File: src/rtl/gravity_ctrl_pkg.sv
// Shared constants, state encoding and the grounded rule for gravity_ctrl.
package gravity_ctrl_pkg;

  localparam int unsigned LINE_TOP = 120;
  localparam int unsigned LINE_MID = 240;
  localparam int unsigned LINE_BOT = 360;
  localparam int unsigned PLAYER_H = 60;

  // Falling players rest with their bottom edge on the line, so the top-left y
  // sits one player height above it. Rising players rest with their top edge on it.
  localparam logic [8:0] LAND_DN_MID = 9'(LINE_MID - PLAYER_H);
  localparam logic [8:0] LAND_DN_BOT = 9'(LINE_BOT - PLAYER_H);
  localparam logic [8:0] LAND_UP_TOP = 9'(LINE_TOP);
  localparam logic [8:0] LAND_UP_MID = 9'(LINE_MID);

  typedef enum logic [1:0] {
    RUN  = 2'd0,
    AIR  = 2'd1,
    DEAD = 2'd2
  } state_t;

  // True when the player is resting on a present line for the given gravity.
  function automatic logic is_grounded(input logic       dir,
                                       input logic [8:0] h,
                                       input logic [2:0] l);
    if (!dir)
      return ((h == LAND_DN_MID) && l[1]) || ((h == LAND_DN_BOT) && l[2]);
    else
      return ((h == LAND_UP_TOP) && l[0]) || ((h == LAND_UP_MID) && l[1]);
  endfunction

endpackage

File: src/rtl/gravity_ctrl_if.sv
// Player-state bus between move_player side logic and gravity_ctrl.
interface gravity_ctrl_if;

  logic       btn_flip;
  logic [8:0] height;
  logic [2:0] lines;
  logic       grav_dir;
  logic       is_dead;
  logic       grounded;
  logic       flip_pulse;
  logic [7:0] flip_count;

  modport master (
    output btn_flip, height, lines,
    input  grav_dir, is_dead, grounded, flip_pulse, flip_count
  );

  modport slave (
    input  btn_flip, height, lines,
    output grav_dir, is_dead, grounded, flip_pulse, flip_count
  );

endinterface

File: src/rtl/gravity_ctrl_btn_debounce.sv
// Flip button conditioning: 2-FF synchroniser, debounce counter and
// rising-edge detect producing a one-cycle flip_req.
module btn_debounce #(
  parameter int unsigned DEBOUNCE_CYCLES = 4
) (
  input  logic clk,
  input  logic reset,
  input  logic btn_flip,
  output logic flip_req
);

  localparam int unsigned CW = (DEBOUNCE_CYCLES > 1) ? $clog2(DEBOUNCE_CYCLES) : 1;

  logic          sync_q1;
  logic          sync_q2;
  logic          level_q;
  logic          level_d_q;
  logic [CW-1:0] cnt_q;

  // Synchronise, then accept a new level after DEBOUNCE_CYCLES equal samples.
  always_ff @(posedge clk) begin
    if (!reset) begin
      sync_q1   <= 1'b0;
      sync_q2   <= 1'b0;
      level_q   <= 1'b0;
      level_d_q <= 1'b0;
      cnt_q     <= '0;
    end else begin
      sync_q1   <= btn_flip;
      sync_q2   <= sync_q1;
      level_d_q <= level_q;
      if (sync_q2 == level_q) begin
        cnt_q <= '0;
      end else if (cnt_q == CW'(DEBOUNCE_CYCLES - 1)) begin
        level_q <= sync_q2;
        cnt_q   <= '0;
      end else begin
        cnt_q <= cnt_q + CW'(1);
      end
    end
  end

  assign flip_req = level_q & ~level_d_q;

endmodule

File: src/rtl/gravity_ctrl.sv
// Player-state controller in front of move_player: gravity flips, landing
// detection and death detection.
// Optional feature: define GRAV_FLIP_BUFFER_EN to buffer flip requests made
// in the air and execute them on landing.
module gravity_ctrl
  import gravity_ctrl_pkg::*;
#(
  parameter int unsigned DEBOUNCE_CYCLES = 4,
  parameter int unsigned HEIGHT_MAX      = 420,
  parameter int unsigned BUFFER_CYCLES   = 8
) (
  input  logic           clk,
  input  logic           reset,
  gravity_ctrl_if.slave  bus
);

  state_t     state_q, state_n;
  logic       grav_q, grav_n;
  logic       pulse_q, pulse_n;
  logic       dead_q;
  logic [7:0] count_q, count_n;
  logic       do_flip;
  logic       flip_req;
  logic       grounded;
  logic       too_high;
  logic       buf_hit;

  btn_debounce #(
    .DEBOUNCE_CYCLES(DEBOUNCE_CYCLES)
  ) u_debounce (
    .clk      (clk),
    .reset    (reset),
    .btn_flip (bus.btn_flip),
    .flip_req (flip_req)
  );

  assign grounded = is_grounded(grav_q, bus.height, bus.lines);
  // 9-bit underflow wraps to 511, which this compare also catches.
  assign too_high = 32'(bus.height) > HEIGHT_MAX;

`ifdef GRAV_FLIP_BUFFER_EN
  localparam int unsigned BW = $clog2(BUFFER_CYCLES + 1);

  logic [BW-1:0] buf_q, buf_n;

  assign buf_hit = (buf_q != '0);

  // Buffer lives only in AIR: load on request, count down, drop on landing/death.
  always_comb begin
    buf_n = '0;
    if ((state_q == AIR) && !too_high) begin
      if (grounded && buf_hit)
        buf_n = '0;
      else if (flip_req)
        buf_n = BW'(BUFFER_CYCLES);
      else if (buf_hit)
        buf_n = buf_q - BW'(1);
    end
  end

  // Buffer countdown register.
  always_ff @(posedge clk) begin
    if (!reset)
      buf_q <= '0;
    else
      buf_q <= buf_n;
  end
`else
  assign buf_hit = 1'b0;
`endif

  // Next-state and output decode; death outranks any flip.
  always_comb begin
    state_n = state_q;
    grav_n  = grav_q;
    pulse_n = 1'b0;
    count_n = count_q;
    do_flip = 1'b0;
    case (state_q)
      RUN: begin
        if (too_high) begin
          state_n = DEAD;
        end else if (flip_req && grounded) begin
          do_flip = 1'b1;
          state_n = AIR;
        end else if (!grounded) begin
          state_n = AIR;
        end
      end
      AIR: begin
        if (too_high) begin
          state_n = DEAD;
        end else if (grounded) begin
          // A buffered flip fires on the landing cycle, so the player leaves again.
          if (buf_hit) begin
            do_flip = 1'b1;
            state_n = AIR;
          end else begin
            state_n = RUN;
          end
        end
      end
      DEAD: begin
        state_n = DEAD;
      end
      default: begin
        state_n = RUN;
      end
    endcase
    if (do_flip) begin
      grav_n  = ~grav_q;
      pulse_n = 1'b1;
      if (count_q != 8'hFF)
        count_n = count_q + 8'd1;
    end
  end

  // State and registered outputs.
  always_ff @(posedge clk) begin
    if (!reset) begin
      state_q <= RUN;
      grav_q  <= 1'b0;
      pulse_q <= 1'b0;
      dead_q  <= 1'b0;
      count_q <= '0;
    end else begin
      state_q <= state_n;
      grav_q  <= grav_n;
      pulse_q <= pulse_n;
      dead_q  <= (state_n == DEAD);
      count_q <= count_n;
    end
  end

  assign bus.grav_dir   = grav_q;
  assign bus.is_dead    = dead_q;
  assign bus.grounded   = grounded;
  assign bus.flip_pulse = pulse_q;
  assign bus.flip_count = count_q;

endmodule

File: src/flat_wrapper.sv
// flat-port wrapper written by rule: the top's interface ports become plain ports
module gravity_ctrl_flat import gravity_ctrl_pkg::*;
#(
  parameter int unsigned DEBOUNCE_CYCLES = 4,
  parameter int unsigned HEIGHT_MAX      = 420,
  parameter int unsigned BUFFER_CYCLES   = 8
)
  (clk, reset, bus_btn_flip, bus_height, bus_lines, bus_grav_dir, bus_is_dead, bus_grounded, bus_flip_pulse, bus_flip_count);
  gravity_ctrl_if bus_i ();
  input  logic clk;
  input  logic reset;
  input wire logic [$bits(bus_i.btn_flip)-1:0] bus_btn_flip;
  input wire logic [$bits(bus_i.height)-1:0] bus_height;
  input wire logic [$bits(bus_i.lines)-1:0] bus_lines;
  output wire logic [$bits(bus_i.grav_dir)-1:0] bus_grav_dir;
  output wire logic [$bits(bus_i.is_dead)-1:0] bus_is_dead;
  output wire logic [$bits(bus_i.grounded)-1:0] bus_grounded;
  output wire logic [$bits(bus_i.flip_pulse)-1:0] bus_flip_pulse;
  output wire logic [$bits(bus_i.flip_count)-1:0] bus_flip_count;
  assign bus_i.btn_flip = bus_btn_flip;
  assign bus_i.height = bus_height;
  assign bus_i.lines = bus_lines;
  assign bus_grav_dir = bus_i.grav_dir;
  assign bus_is_dead = bus_i.is_dead;
  assign bus_grounded = bus_i.grounded;
  assign bus_flip_pulse = bus_i.flip_pulse;
  assign bus_flip_count = bus_i.flip_count;
  gravity_ctrl #(.DEBOUNCE_CYCLES(DEBOUNCE_CYCLES), .HEIGHT_MAX(HEIGHT_MAX), .BUFFER_CYCLES(BUFFER_CYCLES)) u_core (.clk(clk), .reset(reset), .bus(bus_i));
endmodule
File: config.mk
export PLATFORM = sky130hd
export DESIGN_NAME = gravity_ctrl_flat
export DESIGN_NICKNAME = d
export VERILOG_FILES = /design/src/rtl/gravity_ctrl_pkg.sv /design/src/rtl/gravity_ctrl_if.sv /design/src/rtl/gravity_ctrl_btn_debounce.sv /design/src/rtl/gravity_ctrl.sv /design/src/flat_wrapper.sv
export SDC_FILE = /design/constraint.sdc
export NUM_CORES = 1
export LEC_CHECK = 0
export CAP_MARGIN = 40
export CELL_PAD_IN_SITES_DETAIL_PLACEMENT = 1
export CELL_PAD_IN_SITES_GLOBAL_PLACEMENT = 1
export CORE_AREA = 2 2 51 53
export CTS_CLUSTER_SIZE = 24
export DETAILED_ROUTE_END_ITERATION = 12
export DIE_AREA = 0 0 53 55
export DONT_BUFFER_PORTS = 1
export GPL_TIMING_DRIVEN = 0
export HOLD_SLACK_MARGIN = 0.1
export PLACE_DENSITY = 0.7
export SETUP_SLACK_MARGIN = 0.3
export SYNTH_ARGS = -nofsm -noshare
export SYNTH_HDL_FRONTEND = slang
export SYNTH_SLANG_ARGS = --single-unit
File: constraint.sdc
create_clock -name clk -period 2.45 [get_ports clk]
set_clock_uncertainty 0.2 [all_clocks]
set_input_delay 0.735 -clock clk [delete_from_list [all_inputs] [get_ports clk]]
set_output_delay 0.735 -clock clk [all_outputs]
set_load 0.01 [all_outputs]
======== Yosys cells after proc, flatten, opt, wreduce, memory -nomap -nowiden ========
Cells that the tools add are included.
cells by class
  magnitude comparators ................... 1
  equal/unequal tests ..................... 10
  reductions and logical operators ........ 11
  bitwise logic cells ..................... 5
  mux-type cells .......................... 11
  add/sub/neg operators ................... 2
operators with widths
  cell                                            count
  == test 9 x 8 -> 1 bit (second input constant)  2
  2-to-1 mux 2 bit                                5
  == test 9 x 7 -> 1 bit (second input constant)  1
  == test 9 bit (second input constant)           1
  > comparator 9 bit (second input constant)      1
  adder 8 x 1 -> 8 bit (second input constant)    1
  inequality test 8 bit (second input constant)   1
  == test 2 bit (second input constant)           3
  one-hot mux 2 bit (3 select lines)              1
  logical AND 1 bit                               5
  2-to-1 mux 1 bit                                5
  inverter 1 bit                                  4
  AND reduction 2 bit                             2
  OR reduction 3 bit                              1
  adder 2 x 1 -> 2 bit (second input constant)    1
  == test 2 x 1 -> 1 bit (second input constant)  1
  zero test 2 bit                                 1
  logical OR 1 bit                                2
  bitwise AND 1 bit                               1
  == test 1 bit                                   1
storage, ports and cells
  register bits ........................... 19
  input port bits ......................... 15
  logic and storage cells ................. 50
  output and inout bits ................... 12

======== Longest topological paths before layout ========
Gate-level depths: netlist of run 1.
  depth after elaboration ................. 9
  gate-level depth with buffers ........... 7
  gate-level depth less buffers ........... 6

======== Hierarchy ========
A second synthesis of run 1 with hierarchy kept.
second synthesis, totals
  cells, all modules ...................... 102
  area, all modules ....................... 975.9 sq um
modules (own cells, without submodules)
  module        cells an instance  area each (sq um)  instances  seq. area each (sq um)
  gravity_ctrl  86                 772.0              1          260.2
  btn_debounce  16                 203.9              1          120.1

======== Worst setup path after synthesis of run 1 ========
Ideal clock, no wire load.
  path kind ............................... input-to-output
  from .................................... input port bus_lines[1]
  to ...................................... output port bus_grounded
  arrival ................................. 1.751 ns
  setup slack ............................. -0.236 ns
  cell stages on the path ................. 5
  data required time ...................... 1.515 ns
  buffers on the path ..................... 1
  path through ............................ and3b_1 o2111a_1 a21oi_1 clkbuf_1 inv_2
between the ends
  longest elaborated chain between the ends .. 3
  elaborated cells on any way between the ends .. 5
  classes of those cells .................. mux (1); reduce/logical (4)
ends and longest elaborated chain
  what                                  RTL line                                        RTL
  from (decl)                           flat_wrapper.sv:14                              input wire logic [$bits(bus_i.lines)-1:0] bus_lines;
  logical AND 1 bit (on tied branches)  gravity_ctrl_pkg.sv:27, gravity_ctrl_pkg.sv:29
  logical OR 1 bit (on tied branches)   gravity_ctrl_pkg.sv:27, gravity_ctrl_pkg.sv:29
  2-to-1 mux 1 bit (*)                  gravity_ctrl_pkg.sv:26                          if (!dir)
  to (decl)                             flat_wrapper.sv:17                              output wire logic [$bits(bus_i.grounded)-1:0] bus_grounded;
Mark *: on every way between the ends. The rest lies on a longest branch, timed or not.

======== Worst setup path after layout of run 1 ========
Ends and elaborated chain as after synthesis.

==> results of run 1 <==
kinds of logic after synthesis:
group	share of synthesized area (%)
xor+xnor	0.990
fa+ha+maj	2.83
compound gates	15.6
flops	43.0
buf+inv	2.97
simple gates	32.4
mux	2.26
area by class of cell:
type                    count  area (µm²)  share of cell area, %
well taps                  30        37.5                   3.59
inverters                   5        23.8                   2.28
multi-input cells          73         528                   50.5
plain buffers               2        17.5                   1.68
clock buffers               3        22.5                   2.16
repair buffers              4        30.0                   2.87
clock inverters             1        5.00                  0.479
flip-flops and latches     19         380                   36.4
cell usage in the layout (no fill, tap or decap), drive strengths merged, types with 3 or more instances in the layout:
cell    instances
and2            3
buf             4
or4             4
nor3            4
or3             3
clkbuf          5
o31ai           3
o21ai           5
a21oi           7
nor2            5
and3            4
and3b           3
inv             4
nand2           9
dfxtp          19
cell usage after synthesis (all sizes together), types with 2 or more instances:
cell type  number
o31ai           3
or3             3
ha              2
mux2i           2
nand4           2
a21oi           7
nand3           2
clkbuf          2
nand4b          2
nor4            2
nand2           9
and3b           3
inv             4
o21ai           5
and3            4
nor3            4
dfxtp          19
and2            3
or4             4
a22oi           2
nor2            5
stage by stage:
stage | TNS [ns] | setup WS [ns] | total power [mW]
finish | 0 | 0.0164 | 0.508
global placement | -0.223 | -0.122 | 0.350
detailed placement | -0.291 | -0.122 | 0.352
global route | -0.0225 | -0.0225 | 0.536
floorplan | -0.0176 | -0.00949 | 0.345
CTS | 0 | 0.0205 | 0.521
metal layers:
layer	vias up	track usage, %	wire [µm]
li1	389	-	-
met1	372	18.9	948
met2	16	29.8	1130
met3	2	4.30	113
met4	0	6.41	9
met5	-	0	0
how the worst min path moves through the flow:
stage,depth (start not counted),startpoint,endpoint
floorplan,1,u_core.u_debounce.cnt_q[0],u_core.u_debounce.cnt_q[0]
global placement,1,u_core.u_debounce.cnt_q[0],u_core.u_debounce.cnt_q[0]
detailed placement,1,u_core.u_debounce.sync_q1,u_core.u_debounce.sync_q2
CTS,1,u_core.u_debounce.cnt_q[0],u_core.u_debounce.cnt_q[0]
global route,1,u_core.u_debounce.sync_q1,u_core.u_debounce.sync_q2
finish,1,u_core.u_debounce.cnt_q[0],u_core.u_debounce.cnt_q[0]
flip-flops by register name (all words and copies together), names as in the netlist:
name and flops:
u_core.bus.flip_count 8, u_core.state_q 2, u_core.u_debounce.cnt_q 2, u_core.bus.flip_pulse 1
u_core.bus.grav_dir 1, u_core.bus.is_dead 1, u_core.u_debounce.level_d_q 1, u_core.u_debounce.level_q 1
u_core.u_debounce.sync_q1 1, u_core.u_debounce.sync_q2 1
power groups by stage:
stage / logic [mW] / clock network, mW / registers [mW]
CTS: 0.0294 / 0.173 / 0.319
global placement: 0.0245 / 0 / 0.326
global route: 0.0330 / 0.183 / 0.320
detailed placement: 0.0259 / 0 / 0.326
finish: 0.0298 / 0.160 / 0.319
floorplan: 0.0206 / 0 / 0.325
critical path: stages:
cell,delay [ns]
and3b_1,0.17
o2111a_1,0.25
a21oi_2,0.14
clkbuf_8,0.16
inv_6,0.04
what timing repair did:
item | CTS | global route
pin swaps | 1 | 3
gates resized for setup | 2 | 5
buffers inserted | 3 | 1
endpoints found under the setup margin | 3 | 3
==> results_dict.tcl, run 1 <==
set metrics [dict create \
    status "complete, no violations" \
    worst-setup-path-type "primary input to output port" \
    clock_tree.root_cell "clkbuf_4" \
    cp.required_ns 1.51 \
    finalCritPeriodShare_pct 99.3 \
    ant_nets 0 \
    sw_frac_of_total_pct 23.3 \
    drt_iter0_markers 3 \
    r2r-end "u_core.bus.flip_count[5]" \
    syn_nets 116 \
    p_int_uw 390 \
    worst_setup_path_start_kind "primary input" \
    clk_path_buf_depth 2 \
    antenna_found_initial 0 \
    core-area_um2 2360 \
    hold_ws_ns 0.241 \
    start_util_pct 37.4 \
    fillCellCount 287 \
    critPathLaunch "bus_lines[1]" \
    hold_viol_final 0 \
    r2r_cells 6 \
    post_drt_wl_per_cell_um 16.0 \
    finalSetupViolations 0 \
    power.switching_uw 119 \
    dieHeight_um 55 \
    synth_area_leaders "dfxtp_1, a21oi_1, nand2_1" \
    min_path_type "flip-flop to flip-flop" \
    numPortBuffers 0 \
    via_per_inst 5.69 \
    dp_hpwl_mm 1.65 \
    dp.cells 129 \
    drt_first_pass_iters 4 \
    worstReg2RegStart "u_core.bus.flip_count[0]" \
    drc 0 \
    p_per_area_nw_per_um2 487 \
    end_kind "output port" \
    grt_util_all_layers_pct 16.6 \
    async_flop_share_pct 0 \
    drive_gt1_share_pct 20.6 \
    synthCells 99 \
    yosys_warnings 0 \
    ys_seq_area_share_pct 43.0 \
    grt.overflow.total 0 \
    vias 779 \
    htreeDepth 1 \
    seq_power_share_pct 62.7 \
    worstMarginPinSlew_ns 0.353 \
    mappedNetlistArea_um2 885 \
    cp.arrival_ns 1.50 \
    rsz0062_at_grt "yes" \
    leakage_nw 0.366 \
    ys.flop_type "dfxtp_1" \
    fin_area_um2 1040 \
    yosys.area.top_type "dfxtp_1" \
    die_w_um 53 \
    period_needed_ns 2.43 \
    rows 18 \
    synth_seq_cells 19 \
    fin_util_pct 44.2 \
    cap_violations 0 \
    syn_area_per_cell_um2 8.94 \
    fin_cells 137 \
    peakVddDrop_mv 0.287 \
    cts_buffers 3 \
    place_congestion 0.723 \
    grt_pass1_wl_mm 3.48 \
    yosysUniqueCellTypes 36 \
    nets 125 \
    place_area_um2 955 \
    postRouteWirelength_mm 2.20 \
    grt_pass1_vias 783 \
    yosysTopAreaCellShare_pct 43.0 \
    cts.clk_slew.worst_paths_ns 0.12 \
    p_clk_share_pct 31.4 \
    diodes 0 \
    cts_sinks 19 \
    crit_path_max_fanout 6 \
    crit_path_end "bus_grounded" \
    clkLatencyLatePin_ns 0.30 \
    grt_max_degree 12 \
    num_io_pins 27 \
    synthToLayoutAreaGrowth_pct 18.1 \
    synth_edf_count 0 \
    postCtsHoldBufs 0 \
    timing.fmax_ghz 0.411 \
    slew_viol_final 0 \
    dieArea_um2 2920 \
    combPwrFrac_pct 5.9 \
    r2r_slack_ns 0.37 \
    relSlewSlack_pct 76.3 \
    tritoncts "built" \
]
Note: power is estimated with default switching activity, not from simulation.
==> run 2, diff against run 1 <==
--- a/config.mk
+++ b/config.mk
@@ -8,14 +8,13 @@
 export CAP_MARGIN = 40
 export CELL_PAD_IN_SITES_DETAIL_PLACEMENT = 1
 export CELL_PAD_IN_SITES_GLOBAL_PLACEMENT = 1
-export CORE_AREA = 2 2 51 53
+export CORE_AREA = 2 2 48 50
 export CTS_CLUSTER_SIZE = 24
 export DETAILED_ROUTE_END_ITERATION = 12
-export DIE_AREA = 0 0 53 55
+export DIE_AREA = 0 0 50 52
 export DONT_BUFFER_PORTS = 1
-export GPL_TIMING_DRIVEN = 0
 export HOLD_SLACK_MARGIN = 0.1
-export PLACE_DENSITY = 0.7
+export PLACE_DENSITY = 0.75
 export SETUP_SLACK_MARGIN = 0.3
 export SYNTH_ARGS = -nofsm -noshare
 export SYNTH_HDL_FRONTEND = slang
==> constraint.sdc (replaced) <==
create_clock -name clk -period 3.1 [get_ports clk]
set_clock_uncertainty 0.2 [all_clocks]
set_input_delay 0.93 -clock clk [delete_from_list [all_inputs] [get_ports clk]]
set_output_delay 0.93 -clock clk [all_outputs]
set_load 0.01 [all_outputs]
==> run 2 against run 1 <==
Global-route usage is 0.22 points higher. Final cell count shrank 5.1%. Cell area is 6.5% lower. Worst setup slack better by 0.35 ns. First-iteration DRC count up 130%. Combinational power down 40%. Via count is 1.5% lower. Sequential cell count unchanged. Non-clock buffer count is 5 lower. Highest routed layer unchanged.
==> results_dict.tcl, run 2 (synthesis gave the netlist of run 1 again) <==
set metrics [dict create \
    grt_util_all_layers_pct 16.8 \
    finalCritPeriodShare_pct 88.1 \
    numPortBuffers 0 \
    r2r-end "u_core.bus.flip_count[5]" \
    crit_chain "and3b_1, o2111a_1, a21oi_4, inv_6" \
    worst-setup-path-type "primary input to output port" \
    worstMarginPinSlew_ns 0.307 \
    slew_viol_final 0 \
    grt_pass1_vias 771 \
    seq_area_um2 380 \
    max_stage_delay_ns 0.26 \
    grt_max_degree 14 \
    cp.required_ns 1.97 \
    dieHeight_um 52 \
    fin_area_um2 977 \
    grt.overflow.total 0 \
    leakage_nw 0.337 \
    tritoncts "built" \
    postCtsHoldBufs 0 \
    final_common_cell "dfxtp_1" \
    min_to "u_core.u_debounce.cnt_q[0]" \
    core-area_um2 2110 \
    final_cell_mix "dfxtp_1, nand2_1, a21oi_1" \
    cts.clk_slew.worst_paths_ns 0.12 \
    hold_viol_final 0 \
    period_needed_ns 2.73 \
    min_path_type "flip-flop to flip-flop" \
    grt_pass1_wl_mm 3.33 \
    dp_hpwl_mm 1.56 \
    synthToLayoutAreaGrowth_pct 10.5 \
    nets 120 \
    clkLatencyLatePin_ns 0.30 \
    post_drt_wl_per_cell_um 15.5 \
    r2r_slack_ns 0.97 \
    min_path_cells 1 \
    cts_resized 0 \
    cp.arrival_ns 1.60 \
    clk_path_buf_depth 2 \
    place_area_um2 928 \
    crit_path_max_fanout 6 \
    clock_tree.root_cell "clkbuf_4" \
    r2r_cells 5 \
    die_w_um 50 \
    ant_nets 0 \
    status "complete, no violations" \
    p_per_area_nw_per_um2 410 \
    peakVddDrop_mv 0.212 \
    htreeDepth 1 \
    cts_sinks 19 \
    place_congestion 0.727 \
    met3_usage_pct 3.45 \
    worst_slack_ns 0.370 \
    num_io_pins 27 \
    use_met2_pct 28.1 \
    cap_violations 0 \
    cts_buffers 3 \
    drive_gt1_share_pct 11.8 \
    end_kind "output port" \
    worstReg2RegStart "u_core.state_q[1]" \
    place_ws_ns 0.252 \
    largest_reg_flops 8 \
    timing.fmax_ghz 0.366 \
    relSlewSlack_pct 79.4 \
    rows 17 \
    rsz0062_at_grt "no" \
    postRouteWirelength_mm 2.01 \
    diodes 0 \
    start_util_pct 42.0 \
    fillCellCount 245 \
    drt_iter0_markers 7 \
    antenna_found_initial 0 \
    vias 767 \
    dieArea_um2 2600 \
    via_per_inst 5.90 \
    setup_tns_ns 0 \
    finalSetupViolations 0 \
    grt.met1_usage_pct 20.5 \
    post_cts_buffers 0 \
    slowest_stage "o2111a_1" \
    hp-start "u_core.u_debounce.cnt_q[0]" \
    fin_util_pct 46.4 \
    top_usage_layer "met2" \
    multiInputGateArea_um2 500 \
    drt_first_pass_iters 4 \
    worst_setup_path_start_kind "primary input" \
    drc 0 \
]
-- run 2: area by class of cell --
type	count	share of cell area, %
clock buffer	3	2.30
clock inverter	1	0.768
inverter	5	2.43
multi-input combinational	73	51.2
sequential	19	38.9
tap	28	3.59
timing repair buffer	1	0.768
-- run 2: report_power, final --
group | total, mW | leakage [nW] | switching, mW | internal, mW
clock | 0.132 | 0.0139 | 0.0824 | 0.0491
sequential | 0.252 | 0.154 | 0.00286 | 0.249
combinational | 0.0179 | 0.169 | 0.00918 | 0.00875
total | 0.401 | 0.337 | 0.0945 | 0.307
-- run 2: worst max path at each step --
| stage | from | end | slack (ns) | cells after the start |
|---|---|---|---|---|
| global placement | bus_height[3] | u_core.bus.flip_count[5] | 0.34 | 5 |
| global route | bus_height[4] | bus_grounded | 0.32 | 4 |
| finish | bus_lines[1] | bus_grounded | 0.37 | 4 |
| CTS | bus_lines[1] | bus_grounded | 0.33 | 4 |
| detailed placement | bus_height[3] | u_core.bus.flip_count[5] | 0.25 | 5 |
| floorplan | bus_lines[1] | bus_grounded | 0.25 | 5 |
-- run 2: through the flow --
stage          cells  hold slack (ns)  power [mW]
4_1_cts          130            0.249       0.402
5_1_grt          130            0.267       0.414
3_5_place_dp     126            0.225       0.275
2_1_floorplan     99            0.206       0.272
6_report         130            0.251       0.401
3_3_place_gp     126            0.216       0.274
-- run 2: critical path: cells and delay by family --
kind | cells | cell delay, ns
buf+inv | 1 | 0.07
simple gates | 1 | 0.17
compound gates | 2 | 0.43
-- run 2: routing by layer --
layer | part of all wire (%) | wire [µm] | vias to the layer above
li1 | - | - | 375
met1 | 45 | 910 | 361
met2 | 48 | 962 | 27
met3 | 5.5 | 111 | 4
met4 | 1.2 | 25 | 0
met5 | 0 | 0 | -
==> run 3, diff against run 2 <==
--- a/config.mk
+++ b/config.mk
@@ -8,14 +8,15 @@
 export CAP_MARGIN = 40
 export CELL_PAD_IN_SITES_DETAIL_PLACEMENT = 1
 export CELL_PAD_IN_SITES_GLOBAL_PLACEMENT = 1
-export CORE_AREA = 2 2 48 50
+export CORE_AREA = 2 2 50 52
 export CTS_CLUSTER_SIZE = 24
 export DETAILED_ROUTE_END_ITERATION = 12
-export DIE_AREA = 0 0 50 52
+export DIE_AREA = 0 0 52 54
 export DONT_BUFFER_PORTS = 1
 export HOLD_SLACK_MARGIN = 0.1
-export PLACE_DENSITY = 0.75
+export PLACE_DENSITY = 0.74
 export SETUP_SLACK_MARGIN = 0.3
 export SYNTH_ARGS = -nofsm -noshare
 export SYNTH_HDL_FRONTEND = slang
+export SYNTH_HIERARCHICAL = 1
 export SYNTH_SLANG_ARGS = --single-unit
==> run 3 against run 2 <==
Cell area up 6.9%. Synthesized area up 10%. First-iteration DRC count down 43%. Non-clock buffer count up 1. Register-to-register slack worse by 0.22 ns. Sequential share of layout area down 2.5 points. Combinational power about the same. Wire length down 2.8%. Die area up 8.0%. Largest power group unchanged. Final cell count up 3.8%.
==> results_dict.tcl, run 3 <==
set metrics [dict create \
    crit_path_end "bus_grounded" \
    post_drt_wl_per_cell_um 14.5 \
    synthToLayoutAreaGrowth_pct 7.05 \
    rows 18 \
    dieHeight_um 54 \
    timing.fmax_ghz 0.325 \
    place_area_um2 1010 \
    status "complete, no violations" \
    place_congestion 0.747 \
    synthCells 102 \
    vias 789 \
    seq_area_um2 380 \
    die_w_um 52 \
    grt.overflow.total 0 \
    final_cell_mix "dfxtp_1, nand2_1, mux2i_1" \
    clock_tree.root_cell "clkbuf_4" \
    p_per_area_nw_per_um2 381 \
    diodes 0 \
    synth_seq_cells 19 \
    dp.cells 131 \
    largest_reg_flops 8 \
    yosysUniqueCellTypes 36 \
    num_io_pins 27 \
    grt_util_all_layers_pct 16.3 \
    finalCritPeriodShare_pct 99.2 \
    core-area_um2 2320 \
    fillCellCount 278 \
    worstMarginPinSlew_ns 0.644 \
    ys_seq_area_share_pct 39.0 \
    synth.most_common_cell "dfxtp_1" \
    start_util_pct 42.1 \
    relSlewSlack_pct 57.0 \
    htreeDepth 1 \
    min_path_cells 1 \
    synth_edf_count 0 \
    grt_pass1_vias 777 \
    cts_buffers 3 \
    r2r-end "u_core/bus.flip_count[2]" \
    end_kind "output port" \
    fin_area_um2 1040 \
    syn_area_per_cell_um2 9.57 \
    yosys_warnings 6 \
    dp_hpwl_mm 1.53 \
    drive_gt1_share_pct 11.4 \
    drt_first_pass_iters 2 \
    setup_tns_ns 0 \
    hold_viol_final 0 \
    clk_path_buf_depth 2 \
    power.total_uw 398 \
    numPortBuffers 0 \
    clkLatencyLatePin_ns 0.30 \
    yosys.area.top_type "dfxtp_1" \
    worst-setup-path-type "primary input to output port" \
    antenna_found_initial 0 \
    yosysTopAreaCellShare_pct 39.0 \
    cp.required_ns 1.97 \
    final_common_cell "dfxtp_1" \
    postRouteWirelength_mm 1.95 \
    cts_sinks 19 \
    ant_nets 0 \
    dieArea_um2 2810 \
    fin_util_pct 45.0 \
    cap_violations 0 \
    postCtsHoldBufs 0 \
    synth_top_cells_by_count "dfxtp_1, nand2_1, mux2i_1" \
    slew_viol_final 0 \
    grt_max_degree 25 \
    leakage_nw 0.336 \
    post_cts_buffers 0 \
    finalSetupViolations 0 \
    cts_resized 0 \
    cp.arrival_ns 1.95 \
    syn_nets 119 \
    worstReg2RegStart "u_core/bus.grav_dir" \
    min_path_type "flip-flop to flip-flop" \
    rsz0062_at_grt "yes" \
    ys.flop_type "dfxtp_1" \
    mappedNetlistArea_um2 976 \
    r2r_slack_ns 0.75 \
    cts.clk_slew.worst_paths_ns 0.11 \
    crit_path_max_fanout 3 \
    drt_iter0_markers 4 \
    tritoncts "built" \
    drc 0 \
    r2r_cells 5 \
    async_flop_share_pct 0 \
    peakVddDrop_mv 0.294 \
    multiInputGateArea_um2 578 \
    fin_cells 135 \
    nets 123 \
    grt_pass1_wl_mm 3.37 \
    synth_area_leaders "dfxtp_1, mux2i_1, nand2_1" \
    period_needed_ns 3.08 \
    via_per_inst 5.84 \
    worst_setup_path_start_kind "primary input" \
    critPathLaunch "bus_height[2]" \
]
-- run 3: worst min-delay path by stage --
stage	startpoint	end	slack, ns
after floorplan	u_core/u_debounce/cnt_q[0]	u_core/u_debounce/cnt_q[0]	0.21
after global placement	u_core/u_debounce/cnt_q[0]	u_core/u_debounce/cnt_q[0]	0.21
after detailed placement	u_core/u_debounce/cnt_q[0]	u_core/u_debounce/cnt_q[0]	0.22
after CTS	u_core/u_debounce/cnt_q[0]	u_core/u_debounce/cnt_q[0]	0.24
after global routing	u_core/u_debounce/cnt_q[0]	u_core/u_debounce/cnt_q[0]	0.27
final	u_core/u_debounce/cnt_q[0]	u_core/u_debounce/cnt_q[0]	0.24
-- run 3: worst max-delay path, cell delays in order --
cell	delay [ns]
or4b_4	0.55
a2111o_1	0.36
nand2_2	0.10
-- run 3: final cells by class --
class                      instances  share of cell area [%]
multi-input combinational         79                    55.3
sequential                        19                    36.4
tap                               30                    3.59
clock buffer                       3                    2.16
timing repair buffer               2                    1.44
clock inverter                     1                   0.719
inverter                           1                   0.359
-- run 3: power by group --
part	total [mW]	switching [mW]	internal [mW]
clock network	0.129	0.0801	0.0491
logic	0.0177	0.00803	0.00967
registers	0.251	0.00265	0.249
-- run 3: logic make-up after synthesis --
group | share of synthesized area, %
AND/OR/NAND/NOR | 32.9
flip-flops | 39.0
AO/OA/AOI/OAI | 15.0
multiplexers | 7.18
buffers and inverters | 2.44
adder cells (fa/ha/maj) | 2.56
XOR/XNOR | 0.898
-- run 3: stage by stage --
| step | setup slack [ns] | hold WS [ns] |
|---|---|---|
| after floorplan | 0.0736 | 0.205 |
| after global placement | 0.0418 | 0.214 |
| after detailed placement | 0.0189 | 0.225 |
| after CTS | 0.0186 | 0.243 |
| after global routing | -0.00701 | 0.265 |
| final | 0.0235 | 0.238 |
-- run 3: per-layer routing --
metal / track usage, % / share of wire (%)
met5: 0 / 0
met4: 5.26 / 1.0
met1: 17.4 / 42
met2: 30.2 / 52
met3: 5.56 / 4.7
